$ cat config.mk
export PLATFORM = sky130hd
export DESIGN_NAME = dcache_ctrl
export DESIGN_NICKNAME = d
export VERILOG_FILES = /design/src/rtl/dcache_pkg.sv /design/src/rtl/dcache_line_store.sv /design/src/rtl/dcache_ctrl.sv
export SDC_FILE = /design/constraint.sdc
export NUM_CORES = 1
export LEC_CHECK = 0
export ABC_AREA = 1
export ABC_CLOCK_PERIOD_IN_PS = 7100
export CELL_PAD_IN_SITES_DETAIL_PLACEMENT = 1
export CELL_PAD_IN_SITES_GLOBAL_PLACEMENT = 2
export CORE_UTILIZATION = 38
export DETAILED_ROUTE_END_ITERATION = 10
export PLACE_DENSITY = 0.84
export RECOVER_POWER = 100
export SYNTH_ARGS = -nofsm -noshare
export SYNTH_HDL_FRONTEND = slang
export SYNTH_HIERARCHICAL = 1
export SYNTH_SLANG_ARGS = --single-unit
$ cat constraint.sdc
create_clock -name clock -period 7.1 [get_ports clock]
set_input_delay 1.42 -clock clock [delete_from_list [all_inputs] [get_ports clock]]
set_output_delay 1.42 -clock clock [all_outputs]
set_load 0.1 [all_outputs]
$ cat src/rtl/dcache_pkg.sv
// Shared types and constants for the direct-mapped write-back data cache.
// Lines are four 32-bit words; word 0 sits in bits [31:0].
package dcache_pkg;

    localparam int OFFSET_W       = 4;
    localparam int WORDS_PER_LINE = 4;

    typedef logic [127:0] line_t;
    typedef logic [31:0]  word_t;

    typedef enum logic [1:0] {
        IDLE,
        LOOKUP,
        WRITEBACK,
        REFILL
    } dcache_state_e;

endpackage

$ cat src/rtl/dcache_line_store.sv
// Data, tag, valid and dirty arrays for the cache: one combinational read port,
// one write port (single word or whole line). Only valid/dirty are cleared by reset.
module dcache_line_store
    import dcache_pkg::*;
#(
    parameter int NUM_LINES = 4,
    parameter int TAG_W     = 8,
    localparam int INDEX_W  = $clog2(NUM_LINES)
) (
    input  logic               clock,
    input  logic               reset,
    input  logic [INDEX_W-1:0] i_rd_index,
    output line_t              o_rd_line,
    output logic [TAG_W-1:0]   o_rd_tag,
    output logic               o_rd_valid,
    output logic               o_rd_dirty,
    input  logic               i_wr_word_en,
    input  logic               i_wr_line_en,
    input  logic               i_clr_dirty,
    input  logic [INDEX_W-1:0] i_wr_index,
    input  logic [1:0]         i_wr_offset,
    input  word_t              i_wr_word,
    input  line_t              i_wr_line,
    input  logic [TAG_W-1:0]   i_wr_tag
);

    line_t                r_data [NUM_LINES];
    logic [TAG_W-1:0]     r_tag  [NUM_LINES];
    logic [NUM_LINES-1:0] r_valid;
    logic [NUM_LINES-1:0] r_dirty;

    always_ff @(posedge clock) begin
        if (i_wr_line_en) begin
            r_data[i_wr_index] <= i_wr_line;
            r_tag[i_wr_index]  <= i_wr_tag;
        end else if (i_wr_word_en) begin
            r_data[i_wr_index][{i_wr_offset, 5'd0} +: 32] <= i_wr_word;
        end
    end

    // A refilled line arrives clean; a word store marks it dirty.
    always_ff @(posedge clock) begin
        if (!reset) begin
            r_valid <= '0;
            r_dirty <= '0;
        end else if (i_wr_line_en) begin
            r_valid[i_wr_index] <= 1'b1;
            r_dirty[i_wr_index] <= 1'b0;
        end else if (i_wr_word_en) begin
            r_dirty[i_wr_index] <= 1'b1;
        end else if (i_clr_dirty) begin
            r_dirty[i_wr_index] <= 1'b0;
        end
    end

    assign o_rd_line  = r_data[i_rd_index];
    assign o_rd_tag   = r_tag[i_rd_index];
    assign o_rd_valid = r_valid[i_rd_index];
    assign o_rd_dirty = r_dirty[i_rd_index];

endmodule

$ cat src/rtl/dcache_ctrl.sv
// Direct-mapped write-back, write-allocate data cache controller: request latch,
// lookup/writeback/refill FSM and hit/miss counters in front of a line-wide memory.
module dcache_ctrl
    import dcache_pkg::*;
#(
    parameter int NUM_LINES = 4,
    parameter int ADDR_W    = 14,
    parameter int LINE_W    = 128
) (
    input  logic              clock,
    input  logic              reset,
    input  logic              req_valid,
    output logic              req_ready,
    input  logic              req_we,
    input  logic [31:0]       req_addr,
    input  logic [31:0]       req_wdata,
    output logic              resp_valid,
    output logic [31:0]       resp_rdata,
    output logic              mem_req,
    output logic              mem_we,
    output logic [ADDR_W-5:0] mem_addr,
    output logic [LINE_W-1:0] mem_wdata,
    input  logic              mem_ready,
    input  logic [LINE_W-1:0] mem_rdata,
    output logic [31:0]       hit_count,
    output logic [31:0]       miss_count
);

    localparam int INDEX_W = $clog2(NUM_LINES);
    localparam int TAG_W   = ADDR_W - INDEX_W - OFFSET_W;

    dcache_state_e       r_state;
    logic                r_req_ready;
    logic                r_we;
    logic [ADDR_W-1:2]   r_addr;
    word_t               r_wdata;
    logic                r_after_refill;
    logic                r_mem_req;
    logic                r_mem_we;
    logic [ADDR_W-5:0]   r_mem_addr;
    line_t               r_mem_wdata;
    logic [31:0]         r_hit_count;
    logic [31:0]         r_miss_count;

    logic [1:0]          w_offset;
    logic [INDEX_W-1:0]  w_index;
    logic [TAG_W-1:0]    w_tag;
    line_t               w_rd_line;
    logic [TAG_W-1:0]    w_rd_tag;
    logic                w_rd_valid;
    logic                w_rd_dirty;
    logic                w_hit;
    word_t               w_word;
    logic                w_unused;

    assign w_unused = ^{req_addr[31:ADDR_W], req_addr[1:0]};

    assign w_offset = r_addr[3:2];
    assign w_index  = r_addr[INDEX_W+3:4];
    assign w_tag    = r_addr[ADDR_W-1:INDEX_W+4];
    assign w_hit    = w_rd_valid && (w_rd_tag == w_tag);
    assign w_word   = w_rd_line[{w_offset, 5'd0} +: 32];

    dcache_line_store #(
        .NUM_LINES (NUM_LINES),
        .TAG_W     (TAG_W)
    ) u_store (
        .clock        (clock),
        .reset        (reset),
        .i_rd_index   (w_index),
        .o_rd_line    (w_rd_line),
        .o_rd_tag     (w_rd_tag),
        .o_rd_valid   (w_rd_valid),
        .o_rd_dirty   (w_rd_dirty),
        .i_wr_word_en (resp_valid && r_we),
        .i_wr_line_en ((r_state == REFILL) && mem_ready),
        .i_clr_dirty  ((r_state == WRITEBACK) && mem_ready),
        .i_wr_index   (w_index),
        .i_wr_offset  (w_offset),
        .i_wr_word    (r_wdata),
        .i_wr_line    (mem_rdata),
        .i_wr_tag     (w_tag)
    );

    // The response is produced in the LOOKUP cycle itself, so it is decoded from state.
    assign resp_valid = (r_state == LOOKUP) && w_hit;
    assign resp_rdata = resp_valid ? (r_we ? r_wdata : w_word) : 32'd0;

    always_ff @(posedge clock) begin
        if (!reset) begin
            r_state        <= IDLE;
            r_req_ready    <= 1'b1;
            r_we           <= 1'b0;
            r_addr         <= '0;
            r_wdata        <= '0;
            r_after_refill <= 1'b0;
            r_mem_req      <= 1'b0;
            r_mem_we       <= 1'b0;
            r_mem_addr     <= '0;
            r_mem_wdata    <= '0;
            r_hit_count    <= '0;
            r_miss_count   <= '0;
        end else begin
            case (r_state)
                IDLE: begin
                    if (req_valid) begin
                        r_we           <= req_we;
                        r_addr         <= req_addr[ADDR_W-1:2];
                        r_wdata        <= req_wdata;
                        r_after_refill <= 1'b0;
                        r_req_ready    <= 1'b0;
                        r_state        <= LOOKUP;
                    end
                end
                LOOKUP: begin
                    if (w_hit) begin
                        if (!r_after_refill) begin
                            r_hit_count <= r_hit_count + 32'd1;
                        end
                        r_req_ready <= 1'b1;
                        r_state     <= IDLE;
                    end else if (w_rd_valid && w_rd_dirty) begin
                        r_miss_count <= r_miss_count + 32'd1;
                        r_mem_req    <= 1'b1;
                        r_mem_we     <= 1'b1;
                        r_mem_addr   <= {w_rd_tag, w_index};
                        r_mem_wdata  <= w_rd_line;
                        r_state      <= WRITEBACK;
                    end else begin
                        r_miss_count <= r_miss_count + 32'd1;
                        r_mem_req    <= 1'b1;
                        r_mem_we     <= 1'b0;
                        r_mem_addr   <= {w_tag, w_index};
                        r_state      <= REFILL;
                    end
                end
                WRITEBACK: begin
                    // The refill request follows back-to-back; victim data stays on mem_wdata.
                    if (mem_ready) begin
                        r_mem_we   <= 1'b0;
                        r_mem_addr <= {w_tag, w_index};
                        r_state    <= REFILL;
                    end
                end
                REFILL: begin
                    if (mem_ready) begin
                        r_mem_req      <= 1'b0;
                        r_after_refill <= 1'b1;
                        r_state        <= LOOKUP;
                    end
                end
                default: r_state <= IDLE;
            endcase
        end
    end

    assign req_ready  = r_req_ready;
    assign mem_req    = r_mem_req;
    assign mem_we     = r_mem_we;
    assign mem_addr   = r_mem_addr;
    assign mem_wdata  = r_mem_wdata;
    assign hit_count  = r_hit_count;
    assign miss_count = r_miss_count;

endmodule
==> results.json <==
{
  "worstPathArrival_ps": 5160,
  "clockBufferDepth": 3,
  "report.final.setup_viol": 0,
  "vias_per_cell": 5.654,
  "die_y_um": 311.9,
  "hold_path_class": "reg -> reg",
  "post-route-period-util": 0.9263,
  "insertion_delay_ps": 670,
  "async_reset_ff_frac": 0,
  "gp_congestion": 0.9183,
  "core_um2": 95010,
  "violations": "max-capacitance violations, max-slew violations",
  "antenna_found_initial": 4,
  "rsz0062_at_grt": "no",
  "maxCapViolations": 11,
  "yosysTopAreaCellShare": 0.4476,
  "htree_levels": 3,
  "drv_slew": 263,
  "yosysWarnings": 6,
  "place_hpwl_um": 98890,
  "grt_pass1_wl_um": 205000,
  "vias": 30828,
  "first_pass_iters": 5,
  "syn_nets": 4024,
  "fin_nets": 4316,
  "cp_max_fo": 34,
  "ys_seq_elements": 805,
  "cts_hold_buf": 0,
  "initial_core_util": 0.3841,
  "start_kind": "flip-flop",
  "grt_pass1_vias": 29789,
  "root_buffer": "clkbuf_16",
  "area_delta_synth_final_pct": 19.38,
  "setup_tns_ps": 0,
  "power_mw": 12.02,
  "synthTopCellsByArea": "edfxtp_1 (45%), dfxtp_1 (14%), nand2_1 (7.6%)",
  "die_w_um": 311.9,
  "slew_headroom": -1.088,
  "clk_pin_slew_worst_paths_ps": 60,
  "status": "finished, violations left",
  "path_class": "reg -> out",
  "ys_types": 40,
  "post_cts_resized": 0,
  "worstMarginPinSlew_ps": 3120,
  "ios": 435,
  "postSynthCellCount": 3816,
  "power_leakage_nw": 15.42,
  "layout-drive-gt1-share": 0.1001,
  "drc": 0,
  "yosysTopAreaCell": "edfxtp_1",
  "synth_edf_count": 544,
  "ys_seq_area_frac": 0.5908,
  "post_cts_buffers": 0,
  "required_ps": 5680,
  "syn_area_per_cell_um2": 9.564,
  "ys.flop_type": "edfxtp_1",
  "drt_iter0_drc": 3643,
  "routed_wl_um": 143400,
  "io_buffer_count": 414,
  "rows": 113,
  "numCtsBuffers": 90,
  "peakVddDrop_mv": 0.1713,
  "powerDensity_nw_per_um2": 275.9,
  "grt.total_usage": 0.2875,
  "grt_start_max_net_pins": 133,
  "synth_area_um2": 36500,
  "fillCellCount": 10766,
  "finClkSkew_ps": 36.82,
  "die-area_um2": 97280,
  "grt_remaining_overflow": 0,
  "critical_path.endpoint_type": "primary output",
  "routedWlPerCell_um": 26.29,
  "finalCriticalPeriod_ps": 6577,
  "fmax_ghz": 0.1520,
  "cts.sinks": 805,
  "cts_tree": "done",
  "hold_viol": 0,
  "detail-route-antenna-nets": 0
}
logic make-up after synthesis:
group,share of synthesized area
flip-flops,0.5908
XOR/XNOR,0.006719
AND/OR/NAND/NOR,0.2049
AO/OA/AOI/OAI,0.1379
buffers and inverters,0.05568
adder cells (fa/ha/maj),0.003771
multiplexers,0.0003085
cell usage after synthesis, types with 2 or more instances:
| library cell | count |
|---|---|
| a211oi_1 | 32 |
| a21oi_1 | 146 |
| a21oi_2 | 100 |
| a32o_1 | 32 |
| buf_1 | 20 |
| buf_12 | 11 |
| buf_2 | 61 |
| buf_4 | 18 |
| buf_6 | 29 |
| clkbuf_1 | 124 |
| clkbuf_2 | 3 |
| dfxtp_1 | 261 |
| edfxtp_1 | 544 |
| ha_1 | 11 |
| inv_1 | 118 |
| inv_2 | 9 |
| inv_4 | 2 |
| nand2_1 | 741 |
| nand2_2 | 100 |
| nand2_4 | 3 |
| nand3_1 | 208 |
| nand3_2 | 36 |
| nand3b_1 | 20 |
| nand4_1 | 4 |
| nor2_1 | 560 |
| nor2_4 | 6 |
| nor3_1 | 45 |
| o21ai_0 | 312 |
| o21ai_1 | 86 |
| o22ai_1 | 137 |
| or2_2 | 2 |
| xnor2_1 | 4 |
| xor2_1 | 24 |
placed cells by master, fill, tap and decap left out, drive strengths merged:
master | Yosys | layout
a211oi | 32 | 32
a21oi | 246 | 246
a32o | 32 | 32
buf | 139 | 43
bufinv | 0 | 5
clkbuf | 127 | 168
clkdlybuf4s50 | 0 | 173
clkinv | 0 | 32
clkinvlp | 0 | 3
dfxtp | 261 | 261
diode | 0 | 3
dlygate4sd3 | 0 | 207
edfxtp | 544 | 544
ha | 11 | 11
inv | 129 | 132
mux2 | 1 | 1
nand2 | 844 | 844
nand3 | 245 | 245
nand3b | 20 | 20
nand4 | 4 | 4
nor2 | 568 | 568
nor3 | 46 | 46
o211ai | 1 | 1
o21a | 1 | 1
o21ai | 398 | 398
o22ai | 137 | 137
or2 | 2 | 2
xnor2 | 4 | 4
xor2 | 24 | 24
path summary, 6_finish.rpt:
kind / slack, ps / to / cells past startpoint / from
worst max-delay path: 520 / resp_rdata[21] / 12 / r_addr[5]$_SDFFE_PN0P_
worst min-delay path: 450 / req_ready$_SDFFE_PN1P_ / 2 / req_ready$_SDFFE_PN1P_
worst max register to register: 600 / u_store/r_data[1][42]$_DFFE_PP_ / 13 / r_addr[5]$_SDFFE_PN0P_
worst min register to register: 450 / req_ready$_SDFFE_PN1P_ / 2 / req_ready$_SDFFE_PN1P_
metal layers:
| layer | routed length, µm | GRT usage |
|---|---|---|
| met1 | 61120 | 0.4103 |
| met2 | 61750 | 0.4245 |
| met3 | 14540 | 0.05916 |
| met4 | 5927 | 0.1168 |
| met5 | 12 | 0 |
metrics by stage:
step / worst slack, ps / cell area [µm²] / hold WS (ps) / instances / utilization
after detailed placement: 1681 / 41170 / 450.1 / 5281 / 0.4333
after CTS: 950.8 / 44040 / 463.4 / 5449 / 0.4636
after global placement: 1718 / 41170 / 444.4 / 5281 / 0.4333
final: 523.0 / 43570 / 453.2 / 5452 / 0.4586
after global routing: 333.0 / 43560 / 477.5 / 5449 / 0.4585
after floorplan: 1385 / 36500 / 434.9 / 3816 / -
sequential cells by signal, indices dropped and copies added, names as in the netlist, named ones only:
signal / count
hit_count: 32
mem_addr: 10
mem_req: 1
mem_wdata: 128
mem_we: 1
miss_count: 32
r_addr: 12
r_after_refill: 1
r_state: 2
r_wdata: 32
r_we: 1
req_ready: 1
u_store/r_data: 512
u_store/r_tag: 32
u_store/r_valid: 4
cell type report:
class	count	area, µm²	area share
well taps	1265	1583	0.03633
flip-flops and latches	805	21570	0.4951
clock inverters	43	424.2	0.009735
multi-input cells	2616	12670	0.2908
inverters	129	506.7	0.01163
clock buffers	125	2455	0.05634
repair buffers	466	4352	0.09988
diodes	3	7.507	0.0001723
worst max-delay path: stages (launching register included):
cell and delay, ps:
dfxtp_4 490, clkinv_2 520, a21oi_1 280, o21ai_0 110, nand2_1 130, inv_1 70
a21oi_1 120, nand3_1 90, nor2_1 390, nand3_2 530, buf_4 450, a211oi_1 720
clkbuf_2 590
where the power goes:
| group | switching (mW) | internal (mW) |
|---|---|---|
| sequential | 0.133 | 5.10 |
| clock | 1.96 | 2.62 |
| combinational | 1.70 | 0.513 |
| total | 3.80 | 8.23 |
Note: power is estimated with default switching activity, not from simulation.
